===== config.mk =====
export PLATFORM = sky130hd
export DESIGN_NAME = cache_fill_fsm
export DESIGN_NICKNAME = d
export VERILOG_FILES = /design/src/rtl/cache_fill_fsm.sv
export SDC_FILE = /design/constraint.sdc
export NUM_CORES = 1
export LEC_CHECK = 0
export CAP_MARGIN = 10
export CELL_PAD_IN_SITES_DETAIL_PLACEMENT = 1
export CELL_PAD_IN_SITES_GLOBAL_PLACEMENT = 1
export CORE_UTILIZATION = 24
export DETAILED_ROUTE_END_ITERATION = 6
export MAX_ROUTING_LAYER = met4
export PLACE_DENSITY_LB_ADDON = 0.1
export SLEW_MARGIN = 20
export SYNTH_ARGS = -nofsm -noshare
export SYNTH_HDL_FRONTEND = slang
export SYNTH_SLANG_ARGS = --single-unit

===== constraint.sdc =====
create_clock -name clk -period 2.2 [get_ports clk]
set_clock_uncertainty 0.15 [all_clocks]
set_input_delay 0.55 -clock clk [delete_from_list [all_inputs] [get_ports clk]]
set_output_delay 0.55 -clock clk [all_outputs]
set_load 0.005 [all_outputs]

===== src/rtl/cache_fill_fsm.sv =====
// Cache block fill engine: on a miss, streams WORDS back-to-back memory reads
// and writes the in-order responses into the data array, then the tag array.
module cache_fill_fsm #(
   parameter int ADDR_W = 16,
   parameter int WORDS  = 8,
   parameter int OFF_W  = 3
) (
   input  logic              clk,
   input  logic              rst_n,
   input  logic              miss_detected,
   input  logic [ADDR_W-1:0] miss_address,
   output logic              fsm_busy,
   output logic              memory_read,
   output logic [ADDR_W-1:0] memory_address,
   input  logic              memory_data_valid,
   input  logic [15:0]       memory_data,
   output logic              write_data_array,
   output logic [OFF_W-1:0]  fill_word,
   output logic [15:0]       fill_data,
   output logic              write_tag_array,
   output logic [ADDR_W-1:0] fill_address
);

   localparam logic [OFF_W:0]    WORDS_C   = (OFF_W+1)'(WORDS);
   localparam logic [OFF_W:0]    LAST_C    = (OFF_W+1)'(WORDS-1);
   localparam logic [ADDR_W-1:0] BLK_MASK  = ~ADDR_W'(2*WORDS-1);

   typedef enum logic {IDLE, BUSY} state_t;

   state_t            state, state_nxt;
   logic [OFF_W:0]    req_cnt, rsp_cnt;
   logic [ADDR_W-1:0] base;

   // state register plus the request/response counters and latched block base
   always_ff @(posedge clk) begin
      if (!rst_n) begin
         state   <= IDLE;
         req_cnt <= '0;
         rsp_cnt <= '0;
         base    <= '0;
      end else begin
         state <= state_nxt;
         if (state == IDLE) begin
            if (miss_detected) begin
               base    <= miss_address & BLK_MASK;
               req_cnt <= '0;
               rsp_cnt <= '0;
            end
         end else begin
            if (req_cnt < WORDS_C) req_cnt <= req_cnt + 1'b1;
            if (write_data_array)  rsp_cnt <= rsp_cnt + 1'b1;
         end
      end
   end

   always_comb begin
      state_nxt = state;
      case (state)
         IDLE: if (miss_detected)   state_nxt = BUSY;
         BUSY: if (write_tag_array) state_nxt = IDLE;
         default:                   state_nxt = IDLE;
      endcase
   end

   // Request side depends only on registers; the write strobes follow the
   // memory response combinationally, word index taken from arrival order.
   always_comb begin
      fsm_busy         = (state == BUSY);
      memory_read      = fsm_busy && (req_cnt < WORDS_C);
      memory_address   = memory_read ? base + ADDR_W'({req_cnt, 1'b0}) : '0;
      write_data_array = fsm_busy && memory_data_valid && (rsp_cnt < WORDS_C);
      write_tag_array  = write_data_array && (rsp_cnt == LAST_C);
      fill_word        = write_data_array ? rsp_cnt[OFF_W-1:0] : '0;
      fill_data        = memory_data;
      fill_address     = base;
   end

endmodule

# Word level (Yosys, flattened, before mapping)
# Index checks and enable logic that the tools add are counted.
[word_totals]
ff_bits = 21
output_inout_bits = 55
elab_cells = 31
in_bits = 36
[op_classes]
n_eq_ne = 3
n_addsub = 3
n_mux = 10
bitwise_logic = 1
n_reduce_logical = 8
order_cmp = 2
[ops]
columns = ["operator", "n"]
rows = [
  ["two-way mux 4 bit", 5],
  ["adder 16 x 5 -> 16 bit", 1],
  ["two-way mux 16 bit", 1],
  ["adder 4 x 1 -> 4 bit, second input constant", 2],
  ["< comparator 4 bit, second input constant", 2],
  ["AND reduction 2 bit", 3],
  ["== test 4 x 3 -> 1 bit, second input constant", 1],
  ["logical AND 1 bit", 4],
  ["two-way mux 3 bit", 1],
  ["two-way mux 1 bit", 2],
  ["inequality test 2 x 1 -> 1 bit, second input constant", 1],
  ["inequality test 2 bit, second input constant", 1],
  ["case mux 1 bit (2 select lines)", 1],
  ["nonzero test 2 bit", 1],
  ["inverter 1 bit", 1],
]

# Logic depth before layout (Yosys ltp)
# Gate-level depths: netlist (run 1).
[logic_depth]
word_depth = 5
depth_mapped = 5

# Worst setup path before layout (run 1)
# OpenSTA, ideal clock, no wires.
[synth_path]
kind = "register to output"
startpoint = "register base[4], in the netlist fill_address[4]"
endpoint = "output memory_address[14]"
arrival_time_ps = 1416
required_ps = 1500
slack_ps = 84
path_stages_with_launch = 5
n_path_buf = 0
path_cell_list = "dfxtp_1 > ha_1 > nand4_4 > or4_1 > a21oi_1"
[synth_via]
elab_chain_len = 2
[synth_lines]
columns = ["element", "line", "source"]
rows = [
  ["start, declared", "32", "logic [ADDR_W-1:0] base;"],
  ["start signal, assigned", "45", "base <= miss_address & BLK_MASK;"],
  ["adder 16 x 5 -> 16 bit", "70", "memory_address = memory_read ? base + ADDR_W'({req_cnt, 1'b0}) : '0;"],
  ["two-way mux 16 bit", "70", ""],
  ["end, declared", "14", "output logic [ADDR_W-1:0] memory_address,"],
]
# Every way passes these cells.

# Worst setup path after layout (run 1)
[layout_path]
startpoint = "register req_cnt[3]"
endpoint = "output memory_address[13]"
[layout_via]
elab_chain_len = 3
elab_cells_between_ends = 4
cone_classes = "add/sub (1); order compare (1); mux (1); reduce/logical (1)"
[layout_lines]
columns = ["element", "line", "source"]
rows = [
  ["start, declared", "31", "logic [OFF_W:0] req_cnt, rsp_cnt;"],
  ["start signal, assigned", "50", "if (req_cnt < WORDS_C) req_cnt <= req_cnt + 1'b1;"],
  ["parallel branches: the longest is 2 deep, another holds adder 16 x 5 -> 16 bit", "--", ""],
  ["two-way mux 16 bit (*)", "70", ""],
]
# Every way passes the cells marked *.

==> impl_metrics.tcl, run 1 <==
set metrics [dict create \
    fin_nets 286 \
    drive_gt1_share_pct 36.3 \
    syn_area_mm2 0.00133 \
    outcome "complete, but fails checks" \
    start_util_pct 25.4 \
    final_util_pct 41.9 \
    slew_violations 0 \
    drtIter0Drc 35 \
    peakVddDrop_mv 0.178 \
    failed_checks "negative setup slack" \
    hp-class "reg -> reg" \
    track_usage_pct 15.6 \
    period_share_pct 109 \
    internal_power_w 0.000638 \
    clk_pin_slew_ns 0.08 \
    cp_max_fo 7 \
    wirelength_mm 4.40 \
    syn_inst 170 \
    fp.dieW_um 76.5 \
    n_antenna_cell 0 \
    num_rows 26 \
    power_switching_w 0.000234 \
    swShare_pct 26.9 \
    clockBufferDepth 2 \
    dieArea_mm2 0.00585 \
    synth_seq_cells 21 \
    coreArea_mm2 0.00524 \
    ys_types 35 \
    place_inst 295 \
    p_per_area_mw_per_mm2 398 \
    cts-root-buf "clkbuf_8" \
    synth_warnings 0 \
    syn_to_final_growth_pct 64.5 \
    pwr-share-clk_pct 28.6 \
    fmax_ghz 0.417 \
    synth_flop_cell "dfxtp_1" \
    cp.required_ns 1.50 \
    ant_nets 0 \
    grt_remaining_overflow 0 \
    rsz0062_at_grt "yes" \
    finalCriticalPeriod_ns 2.40 \
    drtPass1Iterations 4 \
    final_common_cell "buf_4" \
    drc 0 \
    grt_pass1_wl_mm 7.26 \
    clk_latency_ns 0.25 \
    setup_ws_ns -0.196 \
    maxCapViolCount 0 \
    first_global_vias 1499 \
    place_congestion 0.762 \
    syn_area_per_cell_um2 7.84 \
    wl_per_cell_um 14.0 \
    grt_start_max_net_pins 13 \
    crit_arrival_ns 1.70 \
    layout_common_cells "buf_4 (39), nand2_1 (32), clkdlybuf4s50_1 (27), dfxtp_1 (18), a21boi_0 (14)" \
    p_comb_share_pct 23.5 \
    ios 91 \
    cts_tree "built" \
    vias_per_cell 4.56 \
    async_reset_ff_share_pct 0 \
    vias 1436 \
    cts_sinks 21 \
    antenna_found_initial 0 \
    final_hold_viol_count 0 \
    place_area_mm2 0.00196 \
    synth_edf_count 0 \
    final_cells 315 \
    power_frac_seq_pct 47.9 \
    cts_made_buffers 3 \
    seq_area_frac_synth_pct 31.5 \
    h-tree-depth 1 \
    io_buffers 49 \
    leakagePower_nw 0.935 \
    setup_viol 7 \
    die_y_um 76.5 \
    hold_slack_ns 0.355 \
    dp.final_hpwl_mm 3.29 \
    critPathLaunchType "flop" \
    design_area_mm2 0.00219 \
    end_kind "output pin" \
    crit_type "reg -> out" \
]
## Yosys cell counts, types with 2 or more instances
library cell	n	share of area, %
nand2_1	33	9.3
buf_4	21	12
dfxtp_1	21	32
a21boi_0	14	7.9
nor2_1	10	2.8
and2_1	7	3.3
a21oi_1	6	2.3
ha_1	4	3.8
inv_1	4	1.1
nand3_1	4	1.5
o21a_1	4	2.3
o21ai_0	4	1.5
xor2_1	4	2.6
and3_1	3	1.4
clkbuf_1	3	0.85
nand2b_1	3	1.4
a41oi_1	2	1.3
buf_2	2	0.75
nand3b_1	2	1.1
o31ai_1	2	1.1
or3_1	2	0.94
or4_1	2	1.1
## cell families after synthesis
| group | share of synthesized area, % |
|---|---|
| AOI/OAI and AO/OA | 16.3 |
| xor gates and xnor gates | 3.29 |
| adders and majority gates | 3.76 |
| buffers and inverters | 14.8 |
| DFF | 31.5 |
| muxes | 0.751 |
| other | 0.281 |
| and+or+nand+nor | 29.2 |
## registers in the layout, summed over array words and instances, names as in the netlist
| signal | flops |
|---|---|
| fill_address | 12 |
| fsm_busy | 1 |
| req_cnt | 4 |
| rsp_cnt | 4 |
## worst max-delay path: stages, from the launching register on
cell     delay, ns
dfxtp_4       0.38
ha_4          0.13
nand4_1       0.11
buf_6         0.16
or4_4         0.41
a21oi_2       0.14
buf_2         0.12
## stage by stage
| step | power, W | setup TNS [ns] | setup slack [ns] |
|---|---|---|---|
| floorplan | 0.000518 | 0 | 0.0842 |
| global placement | 0.000609 | -4.77 | -0.506 |
| detailed placement | 0.000618 | -5.03 | -0.525 |
| CTS | 0.000885 | -1.17 | -0.206 |
| global route | 0.000926 | -1.62 | -0.295 |
| finish | 0.000872 | -0.978 | -0.196 |
## power by group through the flow
stage | sequential [W] | combinational [W] | clock [W]
final | 0.000418 | 0.000205 | 0.000250
after detailed placement | 0.000426 | 0.000193 | 0
after floorplan | 0.000428 | 0.0000896 | 0
after global placement | 0.000424 | 0.000186 | 0
after CTS | 0.000418 | 0.000204 | 0.000262
after global routing | 0.000421 | 0.000227 | 0.000279
## path summary, 6_finish.rpt
| check | end | slack (ns) | startpoint | cells after the start |
|---|---|---|---|---|
| worst min-delay path | fill_address[15] | 0.36 | fill_address[15] | 2 |
| worst min register to register | fill_address[15] | 0.36 | fill_address[15] | 2 |
| worst max-delay path | memory_address[13] | -0.20 | req_cnt[3] | 6 |
| worst max register to register | req_cnt[0] | 0.58 | req_cnt[3] | 7 |
## area by class of cell
| cell class | count | area (um2) |
|---|---|---|
| timing repair buffer | 93 | 761 |
| multi-input combinational | 122 | 842 |
| clock buffer | 3 | 41.3 |
| sequential | 21 | 432 |
| clock inverter | 1 | 5.00 |
| inverter | 5 | 23.8 |
| fill | 639 | 3050 |
| tap | 70 | 87.6 |
## metal layers
metal  GRT usage, %  share of wire [%]  wire length (um)
met1           17.4                 42              1830
met2           28.5                 53              2320
met3           2.51                4.3               187
met4           4.04                1.3                59
met5              -                  0                 0
## what timing repair did
item	4_1_cts	5_1_grt
hold buffers	0	0
pin swaps	8	7
endpoints found under the setup margin	21	20
gates resized for setup	72	29
buffers inserted	12	5
Note: power is estimated with default switching activity, not from simulation.
==> run 2, diff against run 1 <==
REMOVE_ABC_BUFFERS = 1   (was not set)
==> impl_metrics.tcl, run 2 (synthesis results as in run 1) <==
set metrics [dict create \
    h-tree-depth 1 \
    start_util_pct 25.4 \
    clk_latency_ns 0.26 \
    fp.dieW_um 76.5 \
    vias 1434 \
    first_global_vias 1477 \
    setup_ws_ns -0.223 \
    cts_made_buffers 3 \
    hp-class "reg -> reg" \
    final_cells 316 \
    place_inst 298 \
    wl_per_cell_um 14.3 \
    dieArea_mm2 0.00585 \
    timing.critical_path.from "fill_address[4]" \
    layout_common_cells "buf_4 (37), nand2_1 (30), clkdlybuf4s50_1 (27), dfxtp_1 (16), a21boi_0 (14)" \
    fin_nets 287 \
    period_share_pct 110 \
    num_rows 26 \
    seq_area_um2 432 \
    slew_violations 0 \
    largest_reg_flops 12 \
    final_hold_viol_count 0 \
    cts_tree "built" \
    maxCapViolCount 0 \
    ios 91 \
    failed_checks "negative setup slack" \
    n_antenna_cell 0 \
    hp-start "fill_address[15]" \
    reg2reg_from "req_cnt[3]" \
    place_congestion 0.785 \
    io_buffers 49 \
    final_common_cell "buf_4" \
    grt_remaining_overflow 0 \
    cp_max_fo 5 \
    wirelength_mm 4.52 \
    fmax_ghz 0.413 \
    design_area_mm2 0.00222 \
    track_usage_pct 15.8 \
    vias_per_cell 4.54 \
    rsz0062_at_grt "yes" \
    finalCriticalPeriod_ns 2.42 \
    crit_arrival_ns 1.72 \
    ant_nets 0 \
    p_per_area_mw_per_mm2 397 \
    leakagePower_nw 0.961 \
    grt_pass1_wl_mm 7.31 \
    outcome "complete, but fails checks" \
    critPathLaunchType "flop" \
    place_area_mm2 0.00199 \
    cts_sinks 21 \
    cts-root-buf "clkbuf_8" \
    hold_slack_ns 0.365 \
    drtPass1Iterations 4 \
    dp.final_hpwl_mm 3.39 \
    drtIter0Drc 33 \
    multiInputGateArea_um2 858 \
    setup_viol 8 \
    peakVddDrop_mv 0.362 \
    clk_pin_slew_ns 0.08 \
    crit_type "reg -> out" \
    coreArea_mm2 0.00524 \
    drc 0 \
    pre_cts_ws_ns -0.514 \
    cp.required_ns 1.50 \
    end_kind "output pin" \
    die_y_um 76.5 \
    grt_start_max_net_pins 14 \
    nFillCells 644 \
    clockBufferDepth 2 \
    antenna_found_initial 0 \
    drive_gt1_share_pct 38.6 \
    setup_tns_ns -1.30 \
    syn_to_final_growth_pct 66.9 \
]
==> run 2: cell types whose count changed in the layout (fill, tap and decap cells not counted), sizes merged <==
| cell | previous run | this run |
|---|---|---|
| buf | 53 | 55 |
| clkdlybuf4s15 | 4 | 0 |
| dlygate4sd2 | 3 | 5 |
| clkbuf | 9 | 10 |
==> run 2: critical path, cell delays in order (launching register included) <==
cell and delay, ns:
dfxtp_4 0.37, ha_4 0.12, nand4_1 0.13, buf_4 0.17
buf_6 0.11, or3_4 0.32, a21oi_2 0.13, buf_2 0.11
==> run 2: path summary, 6_finish.rpt <==
check / to / slack (ns) / cells after the start
worst max-delay path: memory_address[9] / -0.22 / 7
worst min-delay path: fill_address[15] / 0.36 / 2
worst max register to register: req_cnt[0] / 0.45 / 8
worst min register to register: fill_address[15] / 0.36 / 2
==> run 2: through the flow <==
stage / total power (W) / util (%)
after floorplan: 0.000483 / -
final: 0.000883 / 42.5
after global placement: 0.000615 / 38.0
after CTS: 0.000890 / 41.3
after global routing: 0.000936 / 42.5
after detailed placement: 0.000622 / 38.0
==> run 2: timing repair <==
action                                  in CTS  in global routing
pin swaps                                   13                 10
hold buffers                                 0                  0
endpoints found under the setup margin      21                 18
gates resized for setup                     77                 32
buffers inserted                            10                  4
==> run 2: report_power, final <==
part | leakage, nW | internal [W] | switching (W)
clock | 0.0255 | 0.000126 | 0.000129
combinational | 0.761 | 0.000121 | 0.0000900
sequential | 0.174 | 0.000396 | 0.0000213
total | 0.961 | 0.000643 | 0.000240
==> run 2: area by class of cell <==
class,instances,share of cell area (%)
Multi-Input combinational cell,122,38.6
Timing Repair Buffer,94,35.0
Sequential cell,21,19.4
Tap cell,70,3.94
Clock buffer,3,1.86
Inverter,5,0.956
Clock inverter,1,0.225
==> run 2: per-layer routing <==
metal  part of all wire (%)  GRT usage [%]  up-vias
met5                      0              -        -
met4                   0.60           2.31        0
met3                    7.1           6.35        2
met2                     52           27.2       57
met1                     41           17.5      677
li1                       -              -      698
==> run 3, diff against run 2 <==
CORE_MARGIN = 8   (was not set)
==> impl_metrics.tcl, run 3 (synthesis results as in run 1) <==
set metrics [dict create \
    outcome "complete, but fails checks" \
    failed_checks "negative setup slack" \
    cts_made_buffers 3 \
    grt_remaining_overflow 0 \
    hold_slack_ns 0.363 \
    drive_gt1_share_pct 39.8 \
    drtIter0Drc 44 \
    start_util_pct 24.5 \
    num_rows 27 \
    dr.max_layer_used "met4" \
    dieArea_mm2 0.00819 \
    clk_pin_slew_ns 0.07 \
    place_congestion 0.751 \
    place_inst 299 \
    cp_num_buf_inv 2 \
    drt-met1-wl_mm 1.98 \
    slew_violations 0 \
    dp.final_hpwl_mm 3.56 \
    drc 0 \
    die_y_um 90.5 \
    crit_type "reg -> out" \
    end_kind "output pin" \
    place_area_mm2 0.00199 \
    critPathLaunchType "flop" \
    rsz0062_at_grt "yes" \
    final_hold_viol_count 0 \
    largest_reg_flops 12 \
    rr_worst_depth 11 \
    dr_wl_met2_mm 2.40 \
    track_usage_pct 12.0 \
    setup_tns_ns -1.21 \
    fp.dieW_um 90.5 \
    route.met3.wl_um 364 \
    pre_cts_ws_ns -0.508 \
    min_to "fill_address[13]" \
    setup_viol 8 \
    cp.required_ns 1.50 \
    cts_sinks 21 \
    cts-root-buf "clkbuf_8" \
    path_cells "ha_4 > nand4_1 > buf_4 > or4_4 > a21oi_2 > buf_2" \
    layout_common_cells "buf_4 (47), nand2_1 (32), clkdlybuf4s50_1 (27), dfxtp_1 (17), a21boi_0 (14)" \
    crit_slowest_cell "or4_4" \
    maxCapViolCount 0 \
    cts_tree "built" \
    hp-class "reg -> reg" \
    wirelength_mm 4.80 \
    wl_per_cell_um 14.6 \
    slowest_delay_ns 0.41 \
    crit_arrival_ns 1.77 \
    finalCriticalPeriod_ns 2.47 \
    setup_ws_ns -0.271 \
    critPathTopFamily "simple AND/OR/NAND/NOR gates" \
    fin_nets 297 \
    final_cells 328 \
    reg2reg_from "rsp_cnt[3]" \
    timing.rr.end "rsp_cnt[0]" \
    first_global_vias 1685 \
    grt_pass1_wl_mm 7.90 \
    clockBufferDepth 2 \
    leakagePower_nw 0.986 \
    vias 1465 \
    drtPass1Iterations 2 \
    design_area_mm2 0.00228 \
    ant_nets 0 \
    syn_to_final_growth_pct 71.3 \
    vias_per_cell 4.47 \
    cp_max_fo 3 \
    fmax_ghz 0.405 \
    ios 91 \
    n_antenna_cell 0 \
    p_per_area_mw_per_mm2 390 \
    coreArea_mm2 0.00544 \
    h-tree-depth 1 \
    period_share_pct 112 \
    hp-start "fill_address[13]" \
    grt_start_max_net_pins 13 \
    peakVddDrop_mv 0.213 \
    reg2reg_slack_ns 0.13 \
    hold_depth 2 \
    io_buffers 49 \
    final_common_cell "buf_4" \
    antenna_found_initial 0 \
    clk_latency_ns 0.26 \
]
-- run 3: power breakdown --
group / switching (W) / internal, W
logic: 0.0000945 / 0.000131
clock network: 0.000123 / 0.000129
registers: 0.0000170 / 0.000396
-- run 3: cell type report --
class | instances | area, um2
fillers | 677 | 3160
clock buffers | 4 | 45.0
flip-flops and latches | 21 | 430
multi-input cells | 122 | 830
well taps | 72 | 90.1
inverters | 5 | 21.3
repair buffers | 104 | 866
-- run 3: repair_timing --
item | 4_1_cts | 5_1_grt
resized for setup | 83 | 30
setup endpoints to repair | 21 | 16
setup buffers | 22 | 7
hold buffers | 0 | 0
pin swaps | 13 | 15
-- run 3: worst max path at each step --
stage / endpoint / cells after the start / start
floorplan: memory_address[14] / 4 / fill_address[4]
global placement: memory_address[15] / 6 / fill_address[4]
detailed placement: write_tag_array / 5 / memory_data_valid
CTS: memory_address[13] / 6 / fill_address[4]
global route: memory_address[11] / 6 / req_cnt[3]
finish: memory_address[13] / 6 / req_cnt[3]
-- run 3: through the flow --
step	util [%]	power [W]
floorplan	-	0.000483
global placement	36.5	0.000617
detailed placement	36.5	0.000622
CTS	41.2	0.000904
global route	42.0	0.000952
finish	42.0	0.000890
-- run 3: worst reg2reg max path, delay by kind of cell (launching register included) --
| family | cells | cell delay (ns) |
|---|---|---|
| buf+inv | 8 | 1.01 |
| simple gates | 2 | 0.35 |
| flops | 1 | 0.33 |
| compound gates | 1 | 0.15 |
-- run 3: metal layers --
layer | up-vias | track usage (%)
met5 | - | -
met1 | 682 | 12.6
met2 | 54 | 20.6
li1 | 724 | -
met3 | 5 | 4.41
met4 | 0 | 3.33
